===== src/rtl/instr_encoder.sv =====
// instr_encoder: two-stage RV32I field-to-word encoder that tags each word with a byte address.
// Optional build macro IMM_CHECK_EN: also flag immediates that do not fit their format.
module instr_encoder #(
    parameter int                ADDR_W    = 32,
    parameter logic [ADDR_W-1:0] BASE_ADDR = '0
) (
    input  logic              clk,
    input  logic              rst_n,
    input  logic              clear,
    input  logic              in_valid,
    output logic              in_ready,
    input  logic [6:0]        in_opcode,
    input  logic [4:0]        in_rd,
    input  logic [4:0]        in_rs1,
    input  logic [4:0]        in_rs2,
    input  logic [2:0]        in_funct3,
    input  logic [6:0]        in_funct7,
    input  logic [31:0]       in_imm,
    output logic              out_valid,
    input  logic              out_ready,
    output logic [31:0]       out_instr,
    output logic [ADDR_W-1:0] out_addr,
    output logic              out_err
);

    typedef enum logic [2:0] {
        FMT_R,
        FMT_I,
        FMT_S,
        FMT_B,
        FMT_U,
        FMT_J,
        FMT_X
    } fmt_t;

    localparam logic [6:0]  OP_OP     = 7'b0110011;
    localparam logic [6:0]  OP_IMM    = 7'b0010011;
    localparam logic [6:0]  OP_LOAD   = 7'b0000011;
    localparam logic [6:0]  OP_JALR   = 7'b1100111;
    localparam logic [6:0]  OP_STORE  = 7'b0100011;
    localparam logic [6:0]  OP_BRANCH = 7'b1100011;
    localparam logic [6:0]  OP_LUI    = 7'b0110111;
    localparam logic [6:0]  OP_AUIPC  = 7'b0010111;
    localparam logic [6:0]  OP_JAL    = 7'b1101111;
    localparam logic [31:0] NOP_WORD  = 32'h0000_0013;

    // Handshake and stage control
    logic s1_valid;
    logic s2_valid;
    logic s2_ready;
    logic s1_xfer;
    logic in_fire;

    // Stage 1 payload
    fmt_t        in_fmt;
    fmt_t        s1_fmt;
    logic [6:0]  s1_op;
    logic [4:0]  s1_rd;
    logic [4:0]  s1_rs1;
    logic [4:0]  s1_rs2;
    logic [2:0]  s1_f3;
    logic [6:0]  s1_f7;
    logic [31:0] s1_imm;

    // Packing results
    logic [31:0] pack_word;
    logic        illegal;
    logic        range_err;
    logic        shift_form;

    // Stage 2 and address counter
    logic [31:0]       s2_instr;
    logic              s2_err;
    logic [ADDR_W-1:0] s2_addr;
    logic [ADDR_W-1:0] addr_cnt;

    assign s2_ready = ~s2_valid | out_ready;
    assign in_ready = ~s1_valid | s2_ready;
    assign s1_xfer  = s1_valid & s2_ready;
    assign in_fire  = in_valid & in_ready;

    // NOTE: every variable gets a default before the case so no latch is inferred.
    always_comb begin
        in_fmt = FMT_X;
        case (in_opcode)
            OP_OP:                     in_fmt = FMT_R;
            OP_IMM, OP_LOAD, OP_JALR:  in_fmt = FMT_I;
            OP_STORE:                  in_fmt = FMT_S;
            OP_BRANCH:                 in_fmt = FMT_B;
            OP_LUI, OP_AUIPC:          in_fmt = FMT_U;
            OP_JAL:                    in_fmt = FMT_J;
            default:                   in_fmt = FMT_X;
        endcase
    end

    always_ff @(posedge clk or negedge rst_n) begin
        if (!rst_n) begin
            s1_valid <= 1'b0;
        end else begin
            s1_valid <= in_fire | (s1_valid & ~s2_ready);
        end
    end

    // NOTE: payload registers carry no reset; the stage valid bit qualifies them.
    always_ff @(posedge clk) begin
        if (in_fire) begin
            s1_fmt <= in_fmt;
            s1_op  <= in_opcode;
            s1_rd  <= in_rd;
            s1_rs1 <= in_rs1;
            s1_rs2 <= in_rs2;
            s1_f3  <= in_funct3;
            s1_f7  <= in_funct7;
            s1_imm <= in_imm;
        end
    end

    // slli/srli/srai carry funct7 in the upper bits and a 5-bit shamt
    assign shift_form = (s1_op == OP_IMM) && (s1_f3[1:0] == 2'b01);

    always_comb begin
        pack_word = NOP_WORD;
        illegal   = 1'b0;
        case (s1_fmt)
            FMT_R: pack_word = {s1_f7, s1_rs2, s1_rs1, s1_f3, s1_rd, s1_op};
            FMT_I: begin
                if (shift_form) begin
                    pack_word = {s1_f7, s1_imm[4:0], s1_rs1, s1_f3, s1_rd, s1_op};
                end else begin
                    pack_word = {s1_imm[11:0], s1_rs1, s1_f3, s1_rd, s1_op};
                end
            end
            FMT_S: pack_word = {s1_imm[11:5], s1_rs2, s1_rs1, s1_f3, s1_imm[4:0], s1_op};
            FMT_B: pack_word = {s1_imm[12], s1_imm[10:5], s1_rs2, s1_rs1, s1_f3,
                                s1_imm[4:1], s1_imm[11], s1_op};
            FMT_U: pack_word = {s1_imm[31:12], s1_rd, s1_op};
            FMT_J: pack_word = {s1_imm[20], s1_imm[10:1], s1_imm[11], s1_imm[19:12],
                                s1_rd, s1_op};
            default: begin
                pack_word = NOP_WORD;
                illegal   = 1'b1;
            end
        endcase
    end

`ifdef IMM_CHECK_EN
    logic sext12;
    logic sext13;
    logic sext21;

    // A value is sign-extended from N bits when bits [31:N-1] are all equal
    assign sext12 = (&s1_imm[31:11]) | ~(|s1_imm[31:11]);
    assign sext13 = (&s1_imm[31:12]) | ~(|s1_imm[31:12]);
    assign sext21 = (&s1_imm[31:20]) | ~(|s1_imm[31:20]);

    always_comb begin
        range_err = 1'b0;
        case (s1_fmt)
            FMT_I:   range_err = shift_form ? (s1_imm[31:5] != '0) : ~sext12;
            FMT_S:   range_err = ~sext12;
            FMT_B:   range_err = ~sext13 | s1_imm[0];
            FMT_J:   range_err = ~sext21 | s1_imm[0];
            FMT_U:   range_err = (s1_imm[11:0] != '0);
            default: range_err = 1'b0;
        endcase
    end
`else
    assign range_err = 1'b0;
`endif

    // NOTE: sequential state uses non-blocking assignments only.
    always_ff @(posedge clk or negedge rst_n) begin
        if (!rst_n) begin
            s2_valid <= 1'b0;
            s2_instr <= '0;
            s2_err   <= 1'b0;
            s2_addr  <= BASE_ADDR;
        end else begin
            s2_valid <= s1_xfer | (s2_valid & ~out_ready);
            if (s1_xfer) begin
                s2_instr <= pack_word;
                s2_err   <= illegal | range_err;
                s2_addr  <= addr_cnt;
            end
        end
    end

    // clear wins over increment; a word moving this cycle already took the old value
    always_ff @(posedge clk or negedge rst_n) begin
        if (!rst_n) begin
            addr_cnt <= BASE_ADDR;
        end else if (clear) begin
            addr_cnt <= BASE_ADDR;
        end else if (s1_xfer) begin
            addr_cnt <= addr_cnt + ADDR_W'(4);
        end
    end

    assign out_valid = s2_valid;
    assign out_instr = s2_instr;
    assign out_err   = s2_err;
    assign out_addr  = s2_addr;

endmodule


===== config.mk =====
export PLATFORM = sky130hd
export DESIGN_NAME = instr_encoder
export DESIGN_NICKNAME = d
export VERILOG_FILES = /design/src/rtl/instr_encoder.sv
export SDC_FILE = /design/constraint.sdc
export NUM_CORES = 1
export LEC_CHECK = 0
export BUFFER_PORTS_ARGS = -buffer_cell sky130_fd_sc_hd__buf_2
export CAP_MARGIN = 25
export CORE_MARGIN = 1
export CORE_UTILIZATION = 40
export DETAILED_ROUTE_END_ITERATION = 8
export PLACE_DENSITY = 0.68
export SLEW_MARGIN = 5
export SYNTH_ARGS = -nofsm -noshare
export SYNTH_HDL_FRONTEND = slang
export SYNTH_SLANG_ARGS = --single-unit
export TNS_END_PERCENT = 50

===== constraint.sdc =====
create_clock -name clk -period 2.9 [get_ports clk]
set_input_delay 0.58 -clock clk [delete_from_list [all_inputs] [get_ports clk]]
set_output_delay 0.58 -clock clk [all_outputs]
set_load 0.02 [all_outputs]

==> out/qor.yml <==
detailed_routing:
  drtIter0Drc: 293
  wire_per_inst_microns: 15.8
  drtPass1Iterations: 5
  ant_nets: 0
  vias_per_cell: 5.13
  vias: 4705
  drcViolationCount: 0
  finalWirelength_microns: 14500
logic_synthesis:
  synth_edf_count: 67
  yosysTopAreaCellShare: 0.361
  synthCells: 558
  yosysWarnings: 0
  synth_flop_cell: "dfrtp_1"
  synth.area.mux_share: 0.0148
  synth_xor_area_frac: 0.0306
  synthTopCellsByArea: "dfrtp_1 (36%), edfxtp_1 (31%), nand2_1 (5.8%)"
  async_reset_ff_frac: 0.586
  ys_seq_elements: 162
  synth_compound_gate_area_share: 0.0770
  yosys.area.top_type: "dfrtp_1"
  synth_top_family_by_area: "simple AND/OR/NAND/NOR gates"
  synthSimpleGateAreaFrac: 0.183
  synth.avg_cell_area_sq_um: 11.8
  synth_cell_type_count: 52
  synth_area_sq_um: 6580
  yosys.area_share.adder: 0.00190
  yosysSeqAreaShare: 0.667
worst_setup_path:
  cp_common_cell: "nand3_1"
  critPathSlowestCell: "a21oi_1"
  max_stage_delay_ns: 0.71
  critical_path_buf_inv_count: 0
  end_kind: "flip-flop"
  critPathKind: "flip-flop to flip-flop"
  crit_family: "simple AND/OR/NAND/NOR gates"
  crit_fanout: 24
  cp.arrival_ns: 2.43
  critPathLaunchType: "flip-flop"
  critPathRequiredTime_ns: 3.25
  path_cells: "nand2b_1 > nand2_2 > a21oi_1 > nand3_1 > nand3_1"
finish:
  area_growth_pct: 21.9
  instances_no_fill: 918
  final_cell_mix: "buf_2 (132), nand2_1 (101), dfrtp_1 (95)"
  drive_gt1_frac: 0.278
  design_area_sq_um: 8020
  fin_util: 0.503
  nets: 760
  n_antenna_cell: 0
  final_common_cell: "buf_2"
  n_fill_cell: 1422
sta:
  rsz0062_at_grt: "no"
  worst_pin_slew_ns: 0.922
  fmax_ghz: 0.479
  setup_tns_ns: 0
  timing.final.crit_share: 0.720
  fin_crit_ns: 2.09
  slew-limit-headroom: 0.383
  final_hold_viol_count: 0
  fin_skew_ns: 0.00738
  timing.final.max_slew_violations: 0
  setup_viol_count_final: 0
power:
  intPower_mw: 3.86
  power_frac_seq: 0.516
  p_leak_nw: 3.49
  ir_drop_mv: 0.384
  switchingPower_mw: 1.18
  comb_power_share: 0.090
  powerDensity_nw_per_um2: 629
  pwr-share-clk: 0.395
  p_sw_frac: 0.234
clock_network:
  holdBufCountCts: 0
  ctsRootBufferMaster: "clkbuf_16"
  cts_resized: 0
  cts_buffers: 17
  post_cts_buffers: 0
  cts_buffer_depth: 2
  htree_levels: 4
  cts_tree: "yes"
  clk_pin_slew_ns: 0.06
  clock_latency_ns: 0.41
  cts_sinks: 162
global_route:
  grtUsageMet2: 0.300
  grt.busiest_layer: "met2"
  grt_overflow: 0
  antenna_found_initial: 0
  use_met3: 0.0476
  gr-usage-all-layers: 0.184
  grt_pass1_wl_microns: 23500
  grt_max_degree: 68
  grtUsageMet1: 0.236
  grt_pass1_vias: 4735
place:
  gp_congestion: 0.816
  dpl.cell_count: 887
  portBuffers: 133
  place_hpwl_microns: 10000
  place_area_sq_um: 7490
outcome:
  outcome: "complete, no violations"
floorplan:
  die_w_microns: 130
  fp.dieH_microns: 130
  core_sq_um: 15900
  start_util: 0.413
  rows: 46
  die-area_sq_um: 17000
  io_pins: 136
flow_run:
  drv_cap: 0
hold_path:
  worstHoldPathType: "primary input to asynchronous set/reset pin"
[final timing paths]
check	slack [ns]	start	end	cells past startpoint
max in group asynchronous	1.98	rst_n	out_addr[30]	2
worst max-delay path	0.81	out_valid	out_instr[25]	5
worst min-delay path	0.23	rst_n	out_addr[27]	1
worst min register to register	0.46	out_addr[7]	out_addr[7]	2
worst max register to register	0.81	out_valid	out_instr[25]	5
min in group clk	0.34	in_funct7[0]	s1_f7[0]	1
[flip-flops by register name (all words and copies together) (netlist names), 3 cells and up]
name and flops:
addr_cnt 30, out_addr 30, out_instr 32, s1_f3 3, s1_f7 7, s1_fmt 3, s1_imm 32, s1_op 7
s1_rd 5, s1_rs1 5, s1_rs2 5
[metrics by stage]
step           worst slack [ns]  hold slack [ns]  total power [mW]
6_report                  0.813            0.234              5.05
5_1_grt                   0.600            0.287              5.26
4_1_cts                   0.850            0.253              5.10
3_5_place_dp              0.569            0.457              3.10
3_3_place_gp              0.651            0.456              3.09
2_1_floorplan            0.0120            0.284              2.88
[cell families after synthesis]
kind of cell             after synthesis
other                                  1
AO/OA/AOI/OAI                         76
AND/OR/NAND/NOR                      250
adder cells (fa/ha/maj)                1
buffers and inverters                 36
multiplexers                           9
XOR/XNOR                              23
flip-flops                           162
[layout make-up]
class / count / area [sq um] / area share
timing repair buffer: 141 / 766 / 0.0955
clock inverter: 5 / 31.3 / 0.00390
inverter: 7 / 26.3 / 0.00328
sequential: 162 / 4390 / 0.548
clock buffer: 26 / 499 / 0.0623
tap: 216 / 270 / 0.0337
multi-input combinational: 361 / 2030 / 0.254
[synthesized netlist by cell type (2+ instances only)]
library cell and count:
a21oi_1 21, nor2_1 70, a22oi_1 5, inv_1 6, mux2_2 6, nand3b_1 2
edfxtp_1 67, buf_1 5, o21ai_0 18, nand4_1 9, and4_1 2, nand2_1 102
clkbuf_1 18, or3_1 4, nor4_2 8, nor4_1 8, nand2b_1 3, nor2b_1 3
nand3_1 16, xor2_1 4, buf_4 2, dfrtp_1 95, xnor2_1 19, and2_1 3
o22a_1 3, buf_6 2, a221oi_1 15, or4b_2 3, nor3_1 7, and4_2 2
nand3_2 2, mux2i_1 3, a221o_1 3, a22o_1 4
[metal layers]
metal | wire, microns | share of wire
met1 | 6450 | 0.45
met2 | 6960 | 0.48
met3 | 839 | 0.058
met4 | 221 | 0.015
met5 | 0 | 0
[power by group through the flow]
stage                     sequential [mW]  clock [mW]  combinational, mW
after detailed placement             2.64           0              0.460
after global routing                 2.61        2.14              0.502
final                                2.60        1.99              0.453
after global placement               2.64           0              0.445
after CTS                            2.60        2.04              0.460
after floorplan                      2.70           0              0.186
Power figures use the tool's default switching activity.
